### config.mk
export PLATFORM = sky130hd
export DESIGN_NAME = tans_hf_recoder
export DESIGN_NICKNAME = d
export VERILOG_FILES = /design/src/rtl/tans_hf_recoder.sv
export SDC_FILE = /design/constraint.sdc
export NUM_CORES = 1
export LEC_CHECK = 0
export ABC_AREA = 1
export BUFFER_PORTS_ARGS = -buffer_cell sky130_fd_sc_hd__buf_4
export CORE_ASPECT_RATIO = 1.2
export CORE_MARGIN = 5
export CORE_UTILIZATION = 30
export CTS_CLUSTER_DIAMETER = 150
export DETAILED_ROUTE_END_ITERATION = 8
export PLACE_DENSITY_LB_ADDON = 0.3
export SYNTH_ARGS = -nofsm -noshare
export SYNTH_HDL_FRONTEND = slang
export SYNTH_SLANG_ARGS = --single-unit
export TNS_END_PERCENT = 100
### constraint.sdc
create_clock -name PHI -period 1.4 [get_ports PHI]
set_clock_uncertainty 0.05 [all_clocks]
set_input_delay 0.14 -clock PHI [delete_from_list [all_inputs] [get_ports PHI]]
set_output_delay 0.14 -clock PHI [all_outputs]
set_load 0.1 [all_outputs]
### src/rtl/tans_hf_recoder.sv
// tans_hf_recoder: decodes an L=8 tANS stream (A/B/C, counts 4/2/2) read last-written-first
// and re-emits each symbol as a padded Huffman code; returns the recovered initial encoder state.
module tans_hf_recoder #(
    parameter int MAX_SYMS = 255
) (
    input  logic       PHI,
    input  logic       RST_N,
    input  logic       I_F,
    input  logic [3:0] init_state,
    input  logic [7:0] n_syms,
    input  logic       i_valid,
    input  logic [1:0] i_stream,
    input  logic       o_rdy,
    output logic [1:0] BTR,
    output logic       o_valid,
    output logic [1:0] o_stream,
    output logic [1:0] o_len,
    output logic       done,
    output logic [3:0] final_state
);
    typedef enum logic [1:0] {IDLE, DECODE, FIN} fsm_t;
    fsm_t       fsm, fsm_nx;
    logic [3:0] st, st_nx, st_step, base;
    logic [7:0] cnt, cnt_nx;
    logic       ov_nx, step;
    logic [1:0] os_nx, ol_nx, nb, bits, code;
    // Even states decode A (1 bit); odd states decode B/C (2 bits), split on st[1].
    always_comb begin
        nb      = st[0] ? 2'd2 : 2'd1;
        code    = st[0] ? (st[1] ? 2'b11 : 2'b10) : 2'b00;
        base    = st[0] ? (st[2] ? 4'd12 : 4'd8) : st;
        bits    = st[0] ? i_stream : {1'b0, i_stream[0]};
        st_step = base | {2'b00, bits};
        step    = (fsm == DECODE) && i_valid && o_rdy;
    end
    always_comb begin
        fsm_nx = fsm;
        st_nx  = st;
        cnt_nx = cnt;
        ov_nx  = 1'b0;
        os_nx  = o_stream;
        ol_nx  = o_len;
        if (I_F) begin
            st_nx  = {1'b1, init_state[2:0]};
            cnt_nx = n_syms;
            fsm_nx = (n_syms == 8'd0) ? FIN : DECODE;
        end else if (step) begin
            st_nx  = st_step;
            cnt_nx = cnt - 8'd1;
            ov_nx  = 1'b1;
            os_nx  = code;
            ol_nx  = nb;
            fsm_nx = (cnt == 8'd1) ? FIN : DECODE;
        end
    end
    always_ff @(posedge PHI or negedge RST_N) begin
        if (!RST_N) begin
            fsm      <= IDLE;
            st       <= 4'd8;
            cnt      <= 8'd0;
            o_valid  <= 1'b0;
            o_stream <= 2'b00;
            o_len    <= 2'd0;
        end else begin
            fsm      <= fsm_nx;
            st       <= st_nx;
            cnt      <= cnt_nx;
            o_valid  <= ov_nx;
            o_stream <= os_nx;
            o_len    <= ol_nx;
        end
    end
    assign BTR         = (fsm == DECODE) ? nb : 2'd0;
    assign done        = (fsm == FIN);
    assign final_state = (fsm == FIN) ? st : 4'd0;
endmodule

# == Word level (Yosys, flattened, before mapping) ==
# Index checks and enable logic that the tools add are counted.
# Widths: inputs -> output; s select.
# op_classes
n_lt_le_gt_ge,0
mux,18
div,0
n_bitwise,2
add_sub_neg,1
n_reduce_logical,5
multipliers,0
shift,0
eq_ne,3
# op_table
cell,count
$mux 2,8
$mux 4,4
$mux 8,2
$eq 8x1->1 const B,1
$logic_not 8->1,1
$sub 8x1->8 const B,1
$or 4x2->4,1
$mux 1,3
$mux 3,1
$eq 2x1->1 const B,1
$eq 2x2->1 const B,1
$logic_and 1x1->1,2
$reduce_and 2->1,1
$reduce_bool 2->1,1
$not 1->1,1
# totals
latch_bits,0
mem_bits_rw,0
output_inout_bits,12
elab_cells,35
memories,0
rom_bits,0
register_bits,19
input_bits,19

# == Logic depth before layout (Yosys ltp) ==
# Gate-level depths: netlist of run 1.
# logic_depth
word_depth,5
mapped_depth,8
depth_no_buf,8

# == Worst setup path after synthesis of run 1 ==
# OpenSTA, ideal clock, no wires.
# synth_path
kind,reg2out
start,register fsm[1]
end,output final_state[0]
n_path_buf,0
setup_slack_ns,-2.109
required_ns,1.210
arrival_ns,3.319
path_stages_with_launch,5
cell_sequence,dfrtp_1 -> inv_1 -> nor2_1 -> inv_1 -> nor2_1
# synth_between
elab_chain_len,2
# synth_rtl
element,line_no,rtl
"start, declared",22,"fsm_t fsm, fsm_nx;"
"start signal, assigned",65,fsm <= fsm_nx;
$eq 2x2->1,n/a,
net done,18,"output logic done,"
$mux 4,75,assign final_state = (fsm == FIN) ? st : 4'd0;
"end, declared",19,output logic [3:0] final_state
# The timed path passes the listed nets, and every way through them passes these cells.

# == Worst setup path after layout of run 1 ==
# layout_path
start,register fsm[0]
end,output final_state[0]
# layout_between
elab_chain_len,2
# layout_rtl
element,line_no
$eq 2x2->1,75
$mux 4,75
# No other way between the ends.

==> run metrics, run 1 <==
wire length on met3=101 um; DR vias=1012; Synthesis Warnings=0; Die Height=75.99 um; core region area=0.003573 mm2; failing checks=negative setup slack; Initial DRT Pass Iterations=3; # H-tree levels=1; leakage power=0.7757 nW; RSZ-0062 raised after global routing=true; synthesis-to-layout area growth=38.62%; first-pass GRT wire length=4257 um; Most used DFF post-synth=dfrtp_1; Worst EP required=1210 ps; Tcrit/Tclk final=1.089; Async S/R FF share, synth=1.000; post-route cell area=0.001509 mm2; GRT Overall Usage=0.1082; Final setup viols=6; # diodes=0; synth cell count leaders=54 x nand2_1, 20 x nor2_1, 19 x inv_1; Worst-path clk slew=70 ps; setup bufs post-CTS=0; initial antenna violation count=0; syn_nets=175; drt wl/cell=11.07 um; antenna viol nets, final=0; Critical Path AT=1330 ps; Final Hold Viols=0; Placed Cells=220; Via density=4.498; Least-Margin Pin Slew=345.4 ps; Placement Cell Area=0.001396 mm2; max cap viols=0; Root Buffer=clkbuf_8; Skew-Pair Late Insertion Delay=250 ps; multi-input logic area=593.1 um2; area leader, netlist=dfrtp_1; register bit count reported by yosys=18; FMAX=655.9 MHz; Post-Layout Cell Count=225; number of flops mapped to enable cells by yosys=0; Crit. End Element=output pin; Die ar.=0.004938 mm2; Cell Area, Synth=0.001089 mm2; Cell Rows=24; top-count cell post-synth=nand2_1; min cycle time layout=1525 ps; DRC=0; Final HPWL DP=1963 um; Top Ports=31; gp weighted congestion=0.7702; DR top layer=met4; status=finished, violations left; initial DRC count=5; vias in the first global route=987; # nets final=208; crit-path max FO=4; largest net degree at the start of global routing=19; synth top area cells=dfrtp_1 39%, nand2_1 19%, nor2_1 6.9%; Synth top area share=0.3908; CP Launch Type=flip-flop; WL met2=1331 um; WL met1=1035 um; kind of critical path=flip-flop to output pin; sequential area share after synthesis=0.4149; Final Slew Violations=0; Max Root-Sink Buffers=2; FF+latch area=452.9 um2; Slew Limit Headroom=0.7695; die width=64.99 um; power per cell area=1167 mW/mm2; proportion of layout cells with a drive suffix above 1=0.3011; Syn Inst Count=154; I/O Buffers=29; Syn Area/Cell=7.068 um2; worst hold path class=input pin to flip-flop; GR Overflow Total=0; VDD IR max=0.3580 mV; Starting Density=0.3046; clock buffer count from CTS=3; Filler cells=375; PnR worst setup slack=-124.7 ps; CTS tree=built; fin util=0.4223; clock sinks=18; distinct cell type count after synthesis=22; DRT Wirelength=2490 um
[layout by cell type (no fill, tap or decap), types with 3 or more instances in the layout]
cell      instances
nand2_1          54
buf_4            24
inv_1            18
dfrtp_1          16
nor2_1           13
nand3_1          12
nor2_4            8
buf_8             6
o21ai_0           5
clkbuf_8          4
inv_2             3
nor2_2            3
o211ai_1          3
[path summary, 6_finish.rpt]
| check | start | endpoint | slack (ps) | cells after the start |
|---|---|---|---|---|
| min | init_state[2] | st[2] | 60 | 3 |
| max reg2reg | fsm[1] | cnt[1] | 70 | 5 |
| min in group asynchronous | RST_N | cnt[4] | 240 | 2 |
| max | fsm[0] | final_state[0] | -120 | 4 |
| min reg2reg | o_stream[0] | o_stream[0] | 440 | 2 |
| max in group asynchronous | RST_N | st[3] | 800 | 2 |
[layout make-up]
cell class | instances | area share
Timing Repair Buffer | 31 | 0.1857
Tap cell | 39 | 0.03234
Multi-Input combinational cell | 112 | 0.3930
Clock buffer | 4 | 0.03648
Sequential cell | 18 | 0.3002
Inverter | 21 | 0.05224
[cell families after synthesis]
kind of cell,share of synthesized area
xor gates and xnor gates,0.008047
buffers and inverters,0.09080
AOI/OAI and AO/OA,0.06896
and+or+nand+nor,0.3943
DFF,0.4149
adders and majority gates,0.02298
[timing repair]
| action | in CTS | in global routing |
|---|---|---|
| hold endpoints to repair | 18 | 0 |
| gates resized for setup | 12 | 3 |
| hold buffers | 1 | 0 |
| setup endpoints to repair | 6 | 11 |
| gates cloned | 0 | 0 |
[registers in the layout, indices dropped and copies added (netlist names), named ones only]
| register | cells |
|---|---|
| o_valid | 1 |
| o_stream | 2 |
| st | 3 |
| o_len | 1 |
| fsm | 2 |
| cnt | 8 |
[report_power, final]
part           switching (W)  internal [W]  total (W)
Combinational       0.000506      0.000196   0.000703
Clock               0.000169      0.000249   0.000419
Sequential         0.0000568      0.000583   0.000640
Total               0.000732       0.00103    0.00176
[layer usage]
layer	vias to the layer above	global-route usage
met4	0	0.03805
met5	-	0
met2	11	0.1955
met1	459	0.1275
met3	2	0.01475
li1	540	-
[critical path: stages (launching register included)]
cell and delay [ps]:
dfrtp_1 440, nor2_4 130, inv_1 160, nor2_4 140, buf_8 210
[stage by stage]
stage                     hold slack (ps)  setup slack, ps  setup TNS (ps)  total power [W]
after floorplan                    -205.6           -617.1           -2468         0.001176
after global placement             -24.15            77.34               0         0.001327
after detailed placement           -25.64            47.94               0         0.001333
after CTS                           62.88           -123.6          -590.3         0.001785
after global routing                78.63           -194.5          -986.5         0.001856
final                               64.38           -124.7          -535.0         0.001761
(Power assumes the default switching activity.)
==> inputs of run 2 (changes only) <==
--- a/config.mk
+++ b/config.mk
@@ -7,7 +7,6 @@
 export LEC_CHECK = 0
 export ABC_AREA = 1
 export BUFFER_PORTS_ARGS = -buffer_cell sky130_fd_sc_hd__buf_4
-export CORE_ASPECT_RATIO = 1.2
 export CORE_MARGIN = 5
 export CORE_UTILIZATION = 30
 export CTS_CLUSTER_DIAMETER = 150
==> run 2 against run 1 <==
Net effect:
- the run still ends with negative setup slack left
- via count rose by 1.2%
- first-iteration DRC count rose to 6.4 times the previous value
- setup slack got worse by 51 ps
- global-route usage rose by 0.34 points
- final cell count rose by 4.0%
- wire length rose by 2.9%
- combinational power rose by 2%
- non-clock buffer count rose by 2
- sequential share of layout area fell by 0.42 points
- worst hold slack got worse by 50 ps
- total power fell by 3.6%
- critical endpoint is now final_state[1]
- largest cell class unchanged
- highest routed layer unchanged
==> run metrics, run 2 (synthesis results as in run 1) <==
Worst Path Buf+Inv=2; Die ar.=0.004933 mm2; max incr delay on CP=470 ps; vias in the first global route=947; Hold Path Origin=n_syms[3]; Final Hold Viols=0; # nets final=210; Final Slew Violations=0; I/O Buffers=29; DRT Wirelength=2563 um; Reg-to-Reg Start=cnt[0]; Largest register FFs=8; clock sinks=18; DRC=0; die width=70.24 um; Least-Margin Pin Slew=335.5 ps; delay-heaviest family, CP=flip-flops; PnR worst setup slack=-175.5 ps; synthesis-to-layout area growth=41.38%; Placement Cell Area=0.001405 mm2; fin util=0.4505; CP Launch Point=fsm[0]; first-pass GRT wire length=4498 um; worst hold path class=input pin to flip-flop; critical path depth in cells=4; Worst-path clk slew=120 ps; met3 GRT Util=0.02009; Critical Path AT=1390 ps; Hold Path Cell Cnt=3; commonest non-fill, non-tap cell in the layout=nand2_1; Via density=4.376; crit-path max FO=4; setup bufs post-CTS=0; VDD IR max=0.4505 mV; most frequent cells in the layout=53 x nand2_1, 24 x buf_4, 18 x inv_1; most used routing layer=met2; GRT Overall Usage=0.1116; Top reg by flops=cnt; M2 GR Usage=0.1798; Min Hold Slack=14.08 ps; r2r setup slk=120 ps; met1 layer usage reported by global route=0.1518; CP Launch Type=flip-flop; Final HPWL DP=1978 um; total power=0.001697 W; status=finished, violations left; DR vias=1024; GR Overflow Total=0; Most common cell on crit path=nor2_4; Top Ports=31; min cycle time layout=1575 ps; antenna viol nets, final=0; drt wl/cell=10.95 um; Filler cells=356; endpoint of the worst hold path=cnt[3]; initial DRC count=32; Skew-Pair Late Insertion Delay=300 ps; R2R Path End=cnt[6]; clock buffer count from CTS=3; RSZ-0062 raised after global routing=true; leakage power=0.7784 nW; gp weighted congestion=0.7957; failing checks=negative setup slack; Cell Rows=21; kind of critical path=flip-flop to output pin; core region area=0.003416 mm2; FMAX=634.7 MHz; initial antenna violation count=0; Die Height=70.24 um; Max Root-Sink Buffers=2; Placed Cells=227; # diodes=0; worst reg-to-reg path cell count=7; Final setup viols=4; Post-Layout Cell Count=234; Largest regs=cnt x8, st x3; Worst EP required=1210 ps; max cap viols=0; CTS tree=built; Root Buffer=clkbuf_4; Slew Limit Headroom=0.7761; Starting Density=0.3187; Initial DRT Pass Iterations=4; # H-tree levels=1; critical path cell sequence=nor2_4 -> inv_1 -> nor2_4 -> buf_8; power per cell area=1103 mW/mm2; Tcrit/Tclk final=1.125; proportion of layout cells with a drive suffix above 1=0.3138; Crit. End Element=output pin; post-route cell area=0.001539 mm2; CP max-delay cell=dfrtp_2; largest net degree at the start of global routing=19
run 2: cell types whose count changed in the layout (fill, tap and decap cells not counted), sizes merged:
cell	change
dlygate4sd3	+2
run 2: metrics by stage:
stage / TNS, ps / setup WS (ps)
3_5_place_dp: 0 / 94.14
3_3_place_gp: 0 / 101.3
2_1_floorplan: -2468 / -617.1
6_report: -682.4 / -175.5
4_1_cts: -1020 / -188.3
5_1_grt: -1103 / -233.0
run 2: cell type report:
type                            instances  area [um2]  area share
Multi-Input combinational cell        112       595.6      0.3870
Sequential cell                        18       455.4      0.2959
Timing Repair Buffer                   33       315.3      0.2049
Inverter                               21       78.83     0.05122
Tap cell                               46       57.56     0.03740
Clock buffer                            4       36.28     0.02358
run 2: worst max path at each step:
stage                     slack, ps             end
after floorplan                -620  final_state[0]
after global placement          100  final_state[2]
after detailed placement         90          cnt[1]
after CTS                      -190  final_state[2]
after global routing           -230  final_state[1]
final                          -180  final_state[1]
run 2: layer usage:
metal,wire (um),share of wire,vias up
met1,1230,0.48,463
li1,-,-,542
met5,0,0,-
met4,22,0.0086,0
met2,1221,0.48,17
met3,89,0.035,2
run 2: timing repair:
action / CTS / global route
gates resized for setup: 13 / 7
cloned: 0 / 0
setup endpoints to repair: 6 / 13
hold buffers: 3 / 0
endpoints found under the hold margin: 20 / 0
run 2: worst register-to-register path, delay by kind of cell (launching register included):
kind	cells	cell delay [ps]
buffers and inverters	1	120
adder cells (fa/ha/maj)	1	220
flip-flops	1	410
AND/OR/NAND/NOR	5	390
run 2: power by group:
| part | internal [W] | switching (W) | total, W |
|---|---|---|---|
| registers | 0.000584 | 0.0000573 | 0.000641 |
| clock network | 0.000159 | 0.000178 | 0.000336 |
| logic | 0.000209 | 0.000511 | 0.000720 |
| total | 0.000952 | 0.000746 | 0.00170 |
